<file path="src/rtl/sync_merge_pkg.sv">
// Shared types and the round-robin picker for the N-channel synchronising merge.
// The picker works on a fixed maximum width; callers pass their channel count.
package sync_merge_pkg;

    localparam int unsigned MAX_CH = 16;

    typedef enum logic [1:0] {
        IDLE,
        REQ,
        ACK
    } state_e;

    // One-hot winner: first set request scanning ptr, ptr+1, ... wrapping at n_ch.
    function automatic logic [MAX_CH-1:0] rr_pick(
        input logic [MAX_CH-1:0] req,
        input logic [3:0]        ptr,
        input int unsigned       n_ch
    );
        logic [MAX_CH-1:0] win;
        logic              found;
        int unsigned       idx;
        win   = '0;
        found = 1'b0;
        for (int unsigned i = 0; i < MAX_CH; i++) begin
            idx = 32'(ptr) + i;
            if (idx >= n_ch) begin
                idx = idx - n_ch;
            end
            if ((i < n_ch) && !found && (idx < MAX_CH) && req[idx[3:0]]) begin
                win[idx[3:0]] = 1'b1;
                found         = 1'b1;
            end
        end
        return win;
    endfunction

endpackage

</file>
<file path="src/rtl/sync_nstage.sv">
// Multi-flop synchroniser chain for a bus of independent asynchronous bits.
module sync_nstage #(
    parameter int unsigned W      = 1,
    parameter int unsigned STAGES = 2
) (
    input  logic         clk,
    input  logic         reset_n,
    input  logic [W-1:0] d,
    output logic [W-1:0] q
);

    logic [STAGES-1:0][W-1:0] stg_q;
    logic [STAGES-1:0][W-1:0] stg_d;

    always_comb begin
        stg_d    = stg_q;
        stg_d[0] = d;
        for (int unsigned i = 1; i < STAGES; i++) begin
            stg_d[i] = stg_q[i-1];
        end
    end

    always_ff @(posedge clk or negedge reset_n) begin
        if (!reset_n) begin
            stg_q <= '0;
        end else begin
            stg_q <= stg_d;
        end
    end

    assign q = stg_q[STAGES-1];

endmodule

</file>
<file path="src/rtl/sync_merge_n.sv">
// N-channel four-phase merge: synchronises requesters, arbitrates round-robin and
// forwards the granted data word over one registered four-phase output channel.
module sync_merge_n
    import sync_merge_pkg::*;
#(
    parameter int unsigned N_CH        = 4,
    parameter int unsigned DW          = 8,
    parameter int unsigned SYNC_STAGES = 2
) (
    input  logic               clk,
    input  logic               reset_n,
    input  logic [N_CH-1:0]    req_i,
    input  logic [N_CH*DW-1:0] data_i,
    output logic [N_CH-1:0]    ack_o,
    output logic               req_o,
    output logic [DW-1:0]      data_o,
    input  logic               ack_i,
    output logic [N_CH-1:0]    grant_o,
    output logic               busy_o
);

    localparam int unsigned PW = $clog2(N_CH);

    logic [N_CH-1:0] req_s;
    logic [0:0]      ack_s;

    sync_nstage #(.W(N_CH), .STAGES(SYNC_STAGES)) u_sync_req (
        .clk     (clk),
        .reset_n (reset_n),
        .d       (req_i),
        .q       (req_s)
    );

    sync_nstage #(.W(1), .STAGES(SYNC_STAGES)) u_sync_ack (
        .clk     (clk),
        .reset_n (reset_n),
        .d       (ack_i),
        .q       (ack_s)
    );

    state_e          state_q, state_d;
    logic [PW-1:0]   ptr_q, ptr_d;
    logic            req_o_q, req_o_d;
    logic [N_CH-1:0] ack_o_q, ack_o_d;
    logic [N_CH-1:0] grant_q, grant_d;
    logic [DW-1:0]   data_q, data_d;
    logic            busy_q, busy_d;

    logic [MAX_CH-1:0] req_pad;
    logic [N_CH-1:0]   win_oh;
    logic [DW-1:0]     win_data;
    logic [PW-1:0]     gidx;

    always_comb begin
        req_pad            = '0;
        req_pad[N_CH-1:0]  = req_s;
        win_oh             = N_CH'(rr_pick(req_pad, 4'(ptr_q), N_CH));
        win_data           = '0;
        gidx               = '0;
        for (int unsigned k = 0; k < N_CH; k++) begin
            if (win_oh[k]) begin
                win_data = data_i[k*DW +: DW];
            end
            if (grant_q[k]) begin
                gidx = PW'(k);
            end
        end
    end

    always_comb begin
        state_d = state_q;
        ptr_d   = ptr_q;
        req_o_d = req_o_q;
        ack_o_d = ack_o_q;
        grant_d = grant_q;
        data_d  = data_q;
        unique case (state_q)
            IDLE: begin
                // A lingering ack from the previous transaction blocks new grants.
                if ((|req_s) && !ack_s[0]) begin
                    grant_d = win_oh;
                    data_d  = win_data;
                    req_o_d = 1'b1;
                    state_d = REQ;
                end
            end
            REQ: begin
                if (ack_s[0]) begin
                    req_o_d = 1'b0;
                    ack_o_d = grant_q;
                    state_d = ACK;
                end
            end
            ACK: begin
                if (!(|(req_s & grant_q)) && !ack_s[0]) begin
                    ack_o_d = '0;
                    grant_d = '0;
                    ptr_d   = (gidx == PW'(N_CH-1)) ? '0 : gidx + 1'b1;
                    state_d = IDLE;
                end
            end
            default: state_d = IDLE;
        endcase
        busy_d = (state_d != IDLE);
    end

    always_ff @(posedge clk or negedge reset_n) begin
        if (!reset_n) begin
            state_q <= IDLE;
            ptr_q   <= '0;
            req_o_q <= 1'b0;
            ack_o_q <= '0;
            grant_q <= '0;
            data_q  <= '0;
            busy_q  <= 1'b0;
        end else begin
            state_q <= state_d;
            ptr_q   <= ptr_d;
            req_o_q <= req_o_d;
            ack_o_q <= ack_o_d;
            grant_q <= grant_d;
            data_q  <= data_d;
            busy_q  <= busy_d;
        end
    end

    assign ack_o   = ack_o_q;
    assign req_o   = req_o_q;
    assign data_o  = data_q;
    assign grant_o = grant_q;
    assign busy_o  = busy_q;

endmodule

</file>
<file path="config.mk">
export PLATFORM = sky130hd
export DESIGN_NAME = sync_merge_n
export DESIGN_NICKNAME = d
export VERILOG_FILES = /design/src/rtl/sync_merge_pkg.sv /design/src/rtl/sync_nstage.sv /design/src/rtl/sync_merge_n.sv
export SDC_FILE = /design/constraint.sdc
export NUM_CORES = 1
export LEC_CHECK = 0
export ABC_CLOCK_PERIOD_IN_PS = 2900
export CAP_MARGIN = 5
export CORE_UTILIZATION = 43
export CTS_BUF_LIST = sky130_fd_sc_hd__clkbuf_4 sky130_fd_sc_hd__clkbuf_8 sky130_fd_sc_hd__clkbuf_16
export DETAILED_ROUTE_END_ITERATION = 16
export GPL_TIMING_DRIVEN = 0
export PLACE_DENSITY = 0.76
export SKIP_LAST_GASP = 1
export SYNTH_ARGS = -nofsm -noshare
export SYNTH_HDL_FRONTEND = slang
export SYNTH_SLANG_ARGS = --single-unit
export TNS_END_PERCENT = 30
</file>
<file path="constraint.sdc">
create_clock -name clk -period 2.9 [get_ports clk]
set_input_delay 0.725 -clock clk [delete_from_list [all_inputs] [get_ports clk]]
set_output_delay 0.725 -clock clk [all_outputs]
set_load 0.1 [all_outputs]
</file>
After elaboration in Yosys (flattened, before gate mapping)
Index checks and enable logic that the tools add are counted.

cells by class
  $add $sub $neg = 8
  order comparisons = 16
  equality and inequality tests = 6
  mux-type cells = 47
  bitwise gates (word level) = 4
  reductions and logical operators = 30

operators by type and width
  operator               count
  $lt A32 B5 Y1 const B  4
  $mux W32               4
  $mux W8                4
  $mux W4                7
  $lt A4 B5 Y1 const B   4
  $bmux W1 S4            4
  $demux W1 S4           4
  $ge A4 B1 Y1 const B   4
  $pmux W4 S2            2
  $mux W1                14
  $logic_and A1 B1 Y1    13
  $mux W2                6
  $or A4 B4 Y4           3
  $sub A3 B3 Y4 const B  3
  $ge A3 B3 Y1 const B   3
  $reduce_and A3 Y1      3
  $reduce_bool A2 Y1     4
  $reduce_or A4 Y1       2
  $add A2 B2 Y3 const B  2
  $pmux W2 S3            1
  $logic_not A1 Y1       5
  $and A4 B4 Y4          1
  $eq A2 B2 Y1 const B   2
  $ne A2 B2 Y1 const B   2
  other kinds (9)        10

word-level totals
  register bits after elaboration = 32
  input bits = 39
  output and inout bits = 18
  logic and storage cells = 122

Depth between registers and ports, before layout
Gate-level depths: netlist of the first run.

  word-level depth = 22
  gate-level depth with buffers = 10
  depth with buffers taken out = 8

Cells and area by module
A second synthesis of the first run with hierarchy kept.

second synthesis, totals
  cells, all modules = 190
  area total of the unflattened synthesis = 1869.3 µm²

by module, submodules not included
  module                     instances  cells an instance  area each (µm²)  sequential area each (µm²)
  sync_merge_n               1          180                1619.1           550.5
  sync_nstage at u_sync_req  1          8                  200.2            200.2
  sync_nstage at u_sync_ack  1          2                  50.0             50.0

Least setup slack after synthesis of the first run
No wires, ideal clock.

  path type = reg2reg
  start point = reg ptr_q[0]
  end point = reg data_q[0], in the netlist data_o[0]
  library setup time = 131 ps
  arrival = 2695 ps
  slack = 73 ps
  cell stages (with the launch flop) = 11
  path buffers = 2
  clock period less this slack = 2827 ps
  cells stage by stage = dfrtp_1 > buf_6 > inv_1 > ha_1 > mux4_1 > a21oi_4 > nand4_2 > and2_1 > buf_6 > a311oi_1 > o22ai_1

between the ends
  word-level cells in the longest chain between the ends = 22
  elaborated cells on any way between the ends = 71
  those cells by class = add/sub: 7; order compare: 16; mux: 31; bitwise: 3; reduce/logical: 14

RTL lines
  what                                                                    RTL line              RTL
  start: declaration                                                      sync_merge_n.sv:42    logic [PW-1:0] ptr_q, ptr_d;
  start signal: assignment                                                sync_merge_n.sv:118   ptr_q <= ptr_d;
  parallel branches: the longest is 17 deep, another holds $lt A32 B5 Y1  -
  $mux W4 (*)                                                             sync_merge_pkg.sv:29  if ((i < n_ch) && !found && (idx < MAX_CH) && req[idx[3:0]]) begin
  $mux W8 (3 in series)                                                   sync_merge_n.sv:61    if (win_oh[k]) begin
  $mux W8 (*)                                                             sync_merge_n.sv:61
  end signal: assignment                                                  sync_merge_n.sv:122   data_q <= data_d;
  end: declaration                                                        sync_merge_n.sv:46    logic [DW-1:0] data_q, data_d;

Every way passes the cells marked *. The select of a mux whose other input is x is not followed.
A chain may end at the register's enable or synchronous reset.

Worst setup path after layout of the first run
  start point = reg ptr_q[0]
  end point = reg data_q[6], in the netlist data_o[6]

The elaborated chain is that of the path after synthesis.

==> impl_metrics.ini, run 1 <==
[sta]
hold_viol = 0
grt_setup_unrepaired = true
drv_slew = 0
clock_skew_ns = 0.009952
fin_crit_sh = 0.9965
max_freq_ghz = 0.3460
fin_crit_ns = 2.890
max-slew-margin-rel = 0.3401
worstMarginPinSlew_ns = 0.9867
setup_violations = 0

[synth]
ys_types = 41
muxShareOfSynthArea = 0.09427
synth_adder_area_share = 0.07006
synth_seq_cells = 32
yosysMostFrequentCell = dfrtp_1
avgSynthCellArea_um2 = 10.50
synthTopCellsByCount = dfrtp_1 (32), a21boi_0 (17), nand2_1 (16)
ys_warn_count = 0
syn-num-nets = 237
synth_top_family_by_area = compound AO/OA/AOI/OAI gates
async_flop_share = 1.000
syn_inst = 187
synth_top_area_cell = dfrtp_1
ys_top_cells_by_area = dfrtp_1 (41%), ha_1 (7.0%), a21boi_0 (6.5%)
synth_edf_count = 0
synth_top_area_frac = 0.4076
synth_flop_cell = dfrtp_1
yosys.area_share.simple = 0.1229
synth-seq-area-share = 0.4076
yosys.area_share.xor_xnor = 0
synth_compound_area_frac = 0.2682
netlist_area_um2 = 1964

[floorplan]
die_x_um = 69.59
pin_count = 57
core.rowCount = 24
fp.coreArea_um2 = 4384
dieArea_um2 = 4843
fp.dieH_um = 69.59
initial_core_util = 0.4481

[final_layout]
num_antenna_cells = 0
fin_nets = 311
final_cell_area_um2 = 2909
layout-drive-gt1-share = 0.2214
syn2layout_area_growth_pct = 48.09

[worst_setup_path]
crit_fanout = 8
worst-setup-path-type = reg2reg
worstPathArrival_ns = 3.06
end_kind = register
cp-start-kind = register
cp.required_ns = 3.07

[drt]
first_iter_violations = 110
avgViaCountPerCell = 5.627
via_count = 1767
postRouteAntennaNets = 0
drc = 0
wl_per_cell_um = 16.62
wl_mm = 5.220
firstDrtPassIters = 4

[global_routing]
antenna_found_initial = 0
grt_overflow = 0
grt_pass1_wl_mm = 8.121
grt_pass1_vias = 1694
grt_usage = 0.2139
grt_max_degree = 23

[clock_network]
cts_made_buffers = 5
clock_path_buffers = 2
clock_sinks = 32
h-tree-depth = 2
insertion_delay_ns = 0.29
cts_tree = yes
clk_pin_slew_worst_paths_ns = 0.07
clockRootBuffer = clkbuf_8

[status]
status = completed

[placed_design]
dp.final_hpwl_mm = 3.535
port_buffers = 56
dpl-instance-area_um2 = 2605
place.gp.congestion = 0.8095

[run]
cap_violations = 0

[min_path]
hold_path_class = reg2reg
[registers in the layout, indices dropped and copies added, names as in the netlist]
register / count
ptr_q: 2
data_o: 8
u_sync_req.stg_d: 4
u_sync_req.q: 4
u_sync_ack.stg_d: 1
u_sync_ack.q: 1
state_q: 2
req_o: 1
grant_o: 4
busy_o: 1
ack_o: 4
[cell usage in the layout, fill, tap and decap left out, types with 2 or more instances in the layout]
cell type	instances
clkdlybuf4s50_1	56
dfrtp_1	31
a21boi_0	16
nand2_1	15
nor2_1	13
buf_4	10
ha_1	10
inv_1	9
o21ai_0	7
mux2i_1	7
a311oi_2	7
o22ai_2	7
clkbuf_8	6
a21oi_1	5
a22o_1	5
mux2_2	5
o31ai_1	5
nand2b_1	4
clkbuf_1	3
buf_6	2
or2_2	2
nand3_1	2
mux4_2	2
nand4_1	2
a21o_2	2
nand4_4	2
o21bai_1	2
a32oi_4	2
clkinv_2	2
[per-stage QoR]
step | util | setup WS [ns] | hold slack, ns | TNS [ns] | cells
after floorplan | - | 0.07329 | 0.3312 | 0 | 187
after global placement | 0.5908 | -0.3019 | 0.3335 | -2.452 | 295
after detailed placement | 0.5942 | -0.3288 | 0.3347 | -2.795 | 296
after CTS | 0.6341 | -0.002099 | 0.3443 | -0.002099 | 309
after global routing | 0.6635 | -0.08606 | 0.3554 | -0.5125 | 314
final | 0.6635 | 0.01008 | 0.3418 | 0 | 314
[final cells by class]
class	instances	area (um2)
buffer	6	41.29
tap	52	65.06
multi-input combinational	140	1226
inverter	9	33.78
clock buffer	6	82.58
timing repair buffer	67	648.1
fill	342	1475
sequential	32	802.0
clock inverter	2	10.01
[cell families after synthesis]
| family | after synthesis |
|---|---|
| buf+inv | 15 |
| flops | 32 |
| fa+ha+maj | 11 |
| compound gates | 68 |
| mux | 15 |
| simple gates | 46 |
[layer usage]
layer	global-route usage	routed length [um]	up-vias
met2	0.3538	2587	49
met1	0.2737	2325	856
met5	0	0	-
met3	0.05087	255	7
li1	-	-	855
met4	0.07483	51	0
[final timing paths]
path,start,endpoint,slack [ns],cells after the start
max,ptr_q[0],data_o[6],0.01,10
min,u_sync_req.stg_d[7],u_sync_req.q[3],0.34,0
max reg2reg,ptr_q[0],data_o[6],0.01,10
min reg2reg,u_sync_req.stg_d[7],u_sync_req.q[3],0.34,0
max in group asynchronous,reset_n,u_sync_req.q[2],1.58,2
min in group asynchronous,reset_n,req_o,0.78,1
[critical path, cell delays in order, from the launching register on]
cell and delay, ns:
dfrtp_1 0.36, buf_6 0.14, inv_1 0.10, ha_4 0.29, mux4_2 0.60, a21oi_4 0.29
a32oi_4 0.16, and2_1 0.22, buf_2 0.19, a311oi_2 0.33, o22ai_2 0.10
[repair_timing]
item | CTS | global route
buffers inserted | 5 | 4
cloned | 0 | 1
gates resized for setup | 9 | 17
pin swaps | 3 | 7
hold buffers | 0 | 0
endpoints found under the setup margin | 11 | 8
Power of run 1 is left out: the tool's default activity adds up to more than one toggle a clock period on the data nets, which glitch-free logic cannot reach.
==> run 2: changes to the inputs <==
--- a/config.mk
+++ b/config.mk
@@ -7,3 +7,2 @@
 export LEC_CHECK = 0
-export ABC_CLOCK_PERIOD_IN_PS = 2900
 export CAP_MARGIN = 5
@@ -14,2 +13,3 @@
 export PLACE_DENSITY = 0.76
+export REMOVE_ABC_BUFFERS = 1
 export SKIP_LAST_GASP = 1
--- a/constraint.sdc
+++ b/constraint.sdc
@@ -3,2 +3,2 @@
 set_output_delay 0.725 -clock clk [all_outputs]
-set_load 0.1 [all_outputs]
+set_load 0.05 [all_outputs]
==> run 2 against run 1 <==
Effect of this change: non-clock buffer count down 12; highest routed layer unchanged; hold slack better by 0.0048 ns; die area unchanged.
==> impl_metrics.ini, run 2 (same netlist as run 1, synthesis figures left out) <==
[worst_setup_path]
cp-start-kind = register
reg2reg_from = ptr_q[1]
cp_slowest_cell = mux4_2
worst-setup-path-type = reg2reg
crit_path_start = ptr_q[1]
crit_fanout = 10
end_kind = register
worstPathCellList = inv_1 -> ha_1 -> mux4_2 -> a21o_1 -> a32oi_4 -> and2_4 -> nand4_4 -> o22ai_1
cp.required_ns = 3.09
critical-path-top-delay-family = compound AO/OA/AOI/OAI gates
critical_path_buf_inv_count = 1
critPathMaxStageDelay_ns = 0.60
worstPathArrival_ns = 2.98

[floorplan]
dieArea_um2 = 4843
fp.coreArea_um2 = 4384
die_x_um = 69.59
initial_core_util = 0.4481
fp.dieH_um = 69.59
pin_count = 57
core.rowCount = 24

[sta]
hold_viol = 0
worstMarginPinSlew_ns = 0.8635
clock_skew_ns = 0.004534
max_freq_ghz = 0.3590
grt_setup_unrepaired = true
max-slew-margin-rel = 0.4212
setup_violations = 0
fin_crit_sh = 0.9605
drv_slew = 0
fin_crit_ns = 2.785

[final_layout]
largest_reg_flops = 8
num_antenna_cells = 0
final_util = 0.6227
syn2layout_area_growth_pct = 38.98
n_fill_cell = 362
final_common_cell = clkdlybuf4s50_1
fin_nets = 300
final_cell_mix = clkdlybuf4s50_1 (56), dfrtp_1 (30), a21boi_0 (17)
layout-drive-gt1-share = 0.1360

[power_and_ir_drop]
internal-power_uw = 1625
p_sw_uw = 1582
p_total_uw = 3206
power_frac_seq = 0.219
clkPwrFrac = 0.113
ir_drop_mv = 0.6205
leakagePower_uw = 0.001129
pwr-share-comb = 0.668
p_sw_frac = 0.4933
powerDensity_nw_per_um2 = 1174

[clock_network]
clockRootBuffer = clkbuf_8
postCtsHoldBufs = 0
cts_tree = yes
clock_sinks = 32
cts_made_buffers = 5
clk_pin_slew_worst_paths_ns = 0.06
clock_path_buffers = 2
insertion_delay_ns = 0.28
h-tree-depth = 2

[drt]
drc = 0
wl_mm = 4.818
firstDrtPassIters = 4
avgViaCountPerCell = 5.632
via_count = 1701
wl_per_cell_um = 15.95
postRouteAntennaNets = 0
first_iter_violations = 63

[global_routing]
grt_usage = 0.2085
grt_pass1_vias = 1732
busiest_layer = met2
met3_usage = 0.04506
grt_max_degree = 18
use_met2 = 0.3463
grt_overflow = 0
grt.met1_usage = 0.2815
grt_pass1_wl_mm = 8.059
antenna_found_initial = 0

[placed_design]
place.gp.congestion = 0.8436
dp.final_hpwl_mm = 3.460
port_buffers = 56

[min_path]
hold_path_class = reg2reg
worstHoldStart = u_sync_req.stg_d[6]

[run]
cap_violations = 0

[status]
status = completed
-- run 2: cell type report --
type	instances	area, um2	area share
Multi-Input combinational cell	141	1114	0.4079
Tap cell	52	65.06	0.02383
Timing Repair Buffer	61	618.1	0.2264
Sequential cell	32	803.3	0.2942
Inverter	9	33.78	0.01237
Clock buffer	7	96.34	0.03529
-- run 2: metrics by stage --
step	hold WS (ns)	setup slack (ns)	instances	instance area, um2	setup TNS (ns)
after floorplan	0.3312	-0.02620	181	1926	-0.2096
after global placement	0.3334	-0.4591	289	2551	-3.970
after CTS	0.3485	0.001649	300	2715	0
final	0.3466	0.1147	302	2730	0
after detailed placement	0.3347	-0.5707	290	2579	-5.135
after global routing	0.3526	-0.02581	302	2730	-0.08322
-- run 2: final timing paths --
check	to	slack (ns)	cells after the start
setup / recovery	data_o[0]	0.11	8
setup reg to reg	data_o[0]	0.11	8
min in group asynchronous	u_sync_req.stg_d[4]	0.91	1
hold / removal	u_sync_req.q[2]	0.35	0
max in group asynchronous	u_sync_req.q[3]	1.45	2
hold reg to reg	u_sync_req.q[2]	0.35	0
-- run 2: metal layers --
metal,up-vias,wire [um]
met5,-,0
met4,0,41
met3,6,134
met2,39,2394
met1,828,2248
li1,828,-
-- run 2: timing repair --
item | in CTS | in global routing
endpoints found under the setup margin | 11 | 8
resized for setup | 7 | 0
pin swaps | 2 | 3
buffers inserted | 2 | 2
cloned | 1 | 0
-- run 2: power groups by stage --
stage,Clock [uW],Combinational [uW],Sequential (uW)
after CTS,368,2110,708
after global placement,0,1960,731
after floorplan,0,1090,1080
final,362,2140,701
after detailed placement,0,2000,734
after global routing,392,2300,717
Power figures use the tool's default switching activity.
==> run 3: changes to the inputs <==
Settings changed: CORE_ASPECT_RATIO set to 1.5, PLACE_DENSITY 0.76 to 0.78.
==> run 3 against run 2 <==
Effect of this change: wire length grew 6.1%; register-to-register slack barely moved; final cell count fell by 0.99%; via count is 2.1% higher; first-iteration DRC count down 24%; power increased by 5.7%; sequential power is essentially flat; worst setup slack worse by 0.015 ns; clock power increased by 16%; critical path type unchanged; largest power group unchanged; highest routed layer unchanged.
==> impl_metrics.ini, run 3 (same netlist as run 1, synthesis figures left out) <==
[power_and_ir_drop]
power_frac_seq = 0.206
ir_drop_mv = 0.6490
p_sw_uw = 1666
pwr-share-comb = 0.670
clkPwrFrac = 0.124
leakagePower_uw = 0.001136
p_total_uw = 3389
powerDensity_nw_per_um2 = 1228
p_sw_frac = 0.4917
internal-power_uw = 1723

[drt]
avgViaCountPerCell = 5.809
drc = 0
postRouteAntennaNets = 0
via_count = 1737
first_iter_violations = 48
wl_mm = 5.112
firstDrtPassIters = 4
wl_per_cell_um = 17.10

[clock_network]
clockRootBuffer = clkbuf_8
insertion_delay_ns = 0.29
cts_made_buffers = 5
clk_pin_slew_worst_paths_ns = 0.07
cts_tree = yes
clock_path_buffers = 2
h-tree-depth = 2
clock_sinks = 32
postCtsHoldBufs = 0

[placed_design]
port_buffers = 56
pre_cts_ws_ns = -0.5643
place.gp.congestion = 0.9224
dp.final_hpwl_mm = 3.527
place_inst = 283

[run]
cap_violations = 0

[final_layout]
layout-drive-gt1-share = 0.1581
num_antenna_cells = 0
final_util = 0.6392
fin_nets = 302
largest_reg_flops = 8
final_cell_mix = clkdlybuf4s50_1 (55), dfrtp_1 (30), a21boi_0 (17)
fin_cells = 299
syn2layout_area_growth_pct = 40.51
final_common_cell = clkdlybuf4s50_1

[status]
status = completed

[sta]
fin_crit_ns = 2.800
fin_crit_sh = 0.9655
max-slew-margin-rel = 0.4415
grt_setup_unrepaired = false
max_freq_ghz = 0.3571
clock_skew_ns = 0.005115
hold_viol = 0
worstMarginPinSlew_ns = 0.8332
setup_violations = 0
drv_slew = 0
setup_slack_ns = 0.09999

[worst_setup_path]
cp-start-kind = register
cp.required_ns = 3.06
end_kind = register
worst-setup-path-type = reg2reg
crit_fanout = 6
worstPathArrival_ns = 2.96

[floorplan]
dieArea_um2 = 4848
die_x_um = 57.19
pin_count = 57
fp.dieH_um = 84.78
fp.coreArea_um2 = 4318
initial_core_util = 0.4549
core.rowCount = 29

[global_routing]
antenna_found_initial = 0
grt_pass1_vias = 1730
grt_usage = 0.2220
grt_max_degree = 33
grt_overflow = 0
grt_pass1_wl_mm = 8.142

[min_path]
hold_path_class = reg2reg
==> run 3: worst paths after layout <==
| path | slack (ns) | to | start | cells after the start |
|---|---|---|---|---|
| max | 0.1 | data_o[5] | ptr_q[0] | 9 |
| min | 0.35 | u_sync_ack.q | u_sync_ack.stg_d[1] | 0 |
| max reg2reg | 0.1 | data_o[5] | ptr_q[0] | 9 |
| min reg2reg | 0.35 | u_sync_ack.q | u_sync_ack.stg_d[1] | 0 |
| max in group asynchronous | 1.94 | ptr_q[1] | reset_n | 1 |
| min in group asynchronous | 0.48 | req_o | reset_n | 1 |
==> run 3: worst max-delay path, cell delays in order (launching register included) <==
cell and delay (ns):
dfrtp_2 0.39, inv_1 0.09, ha_1 0.34, mux4_2 0.60
a21oi_4 0.27, buf_4 0.16, a32oi_2 0.16, and2_2 0.27
a311oi_1 0.30, o22ai_1 0.11
==> run 3: layer usage <==
layer / vias up / part of all wire / GRT usage
met4: 0 / 0.022 / 0.1042
met2: 36 / 0.55 / 0.3872
met3: 11 / 0.034 / 0.04622
met5: - / 0 / 0
met1: 847 / 0.40 / 0.2550
li1: 843 / - / -
==> run 3: power groups by stage <==
stage          logic (uW)  clock network, uW  registers, uW
2_1_floorplan        1090                  0           1080
3_3_place_gp         1980                  0            725
3_5_place_dp         2010                  0            730
4_1_cts              2140                427            707
5_1_grt              2440                447            716
6_report             2270                421            698
==> run 3: final cells by class <==
cell class	count	area, um2
Fill cell	362	1558
Multi-Input combinational cell	142	1154
Sequential cell	32	803.3
Timing Repair Buffer	62	600.6
Clock buffer	5	68.82
Tap cell	46	57.56
Clock inverter	3	42.54
Inverter	9	33.78
==> run 3: metrics by stage <==
stage                     setup TNS (ns)  hold slack (ns)  area [um2]
after detailed placement          -4.937           0.3363        2539
after global routing                   0           0.3557        2760
after global placement            -4.190           0.3326        2544
after floorplan                  -0.2096           0.3312        1926
after CTS                              0           0.3511        2704
final                                  0           0.3483        2760
==> run 3: repair_timing <==
item,CTS,global route
buffers inserted,3,3
endpoints found under the setup margin,11,9
resized for setup,8,2
gates cloned,1,1
pin swaps,3,2
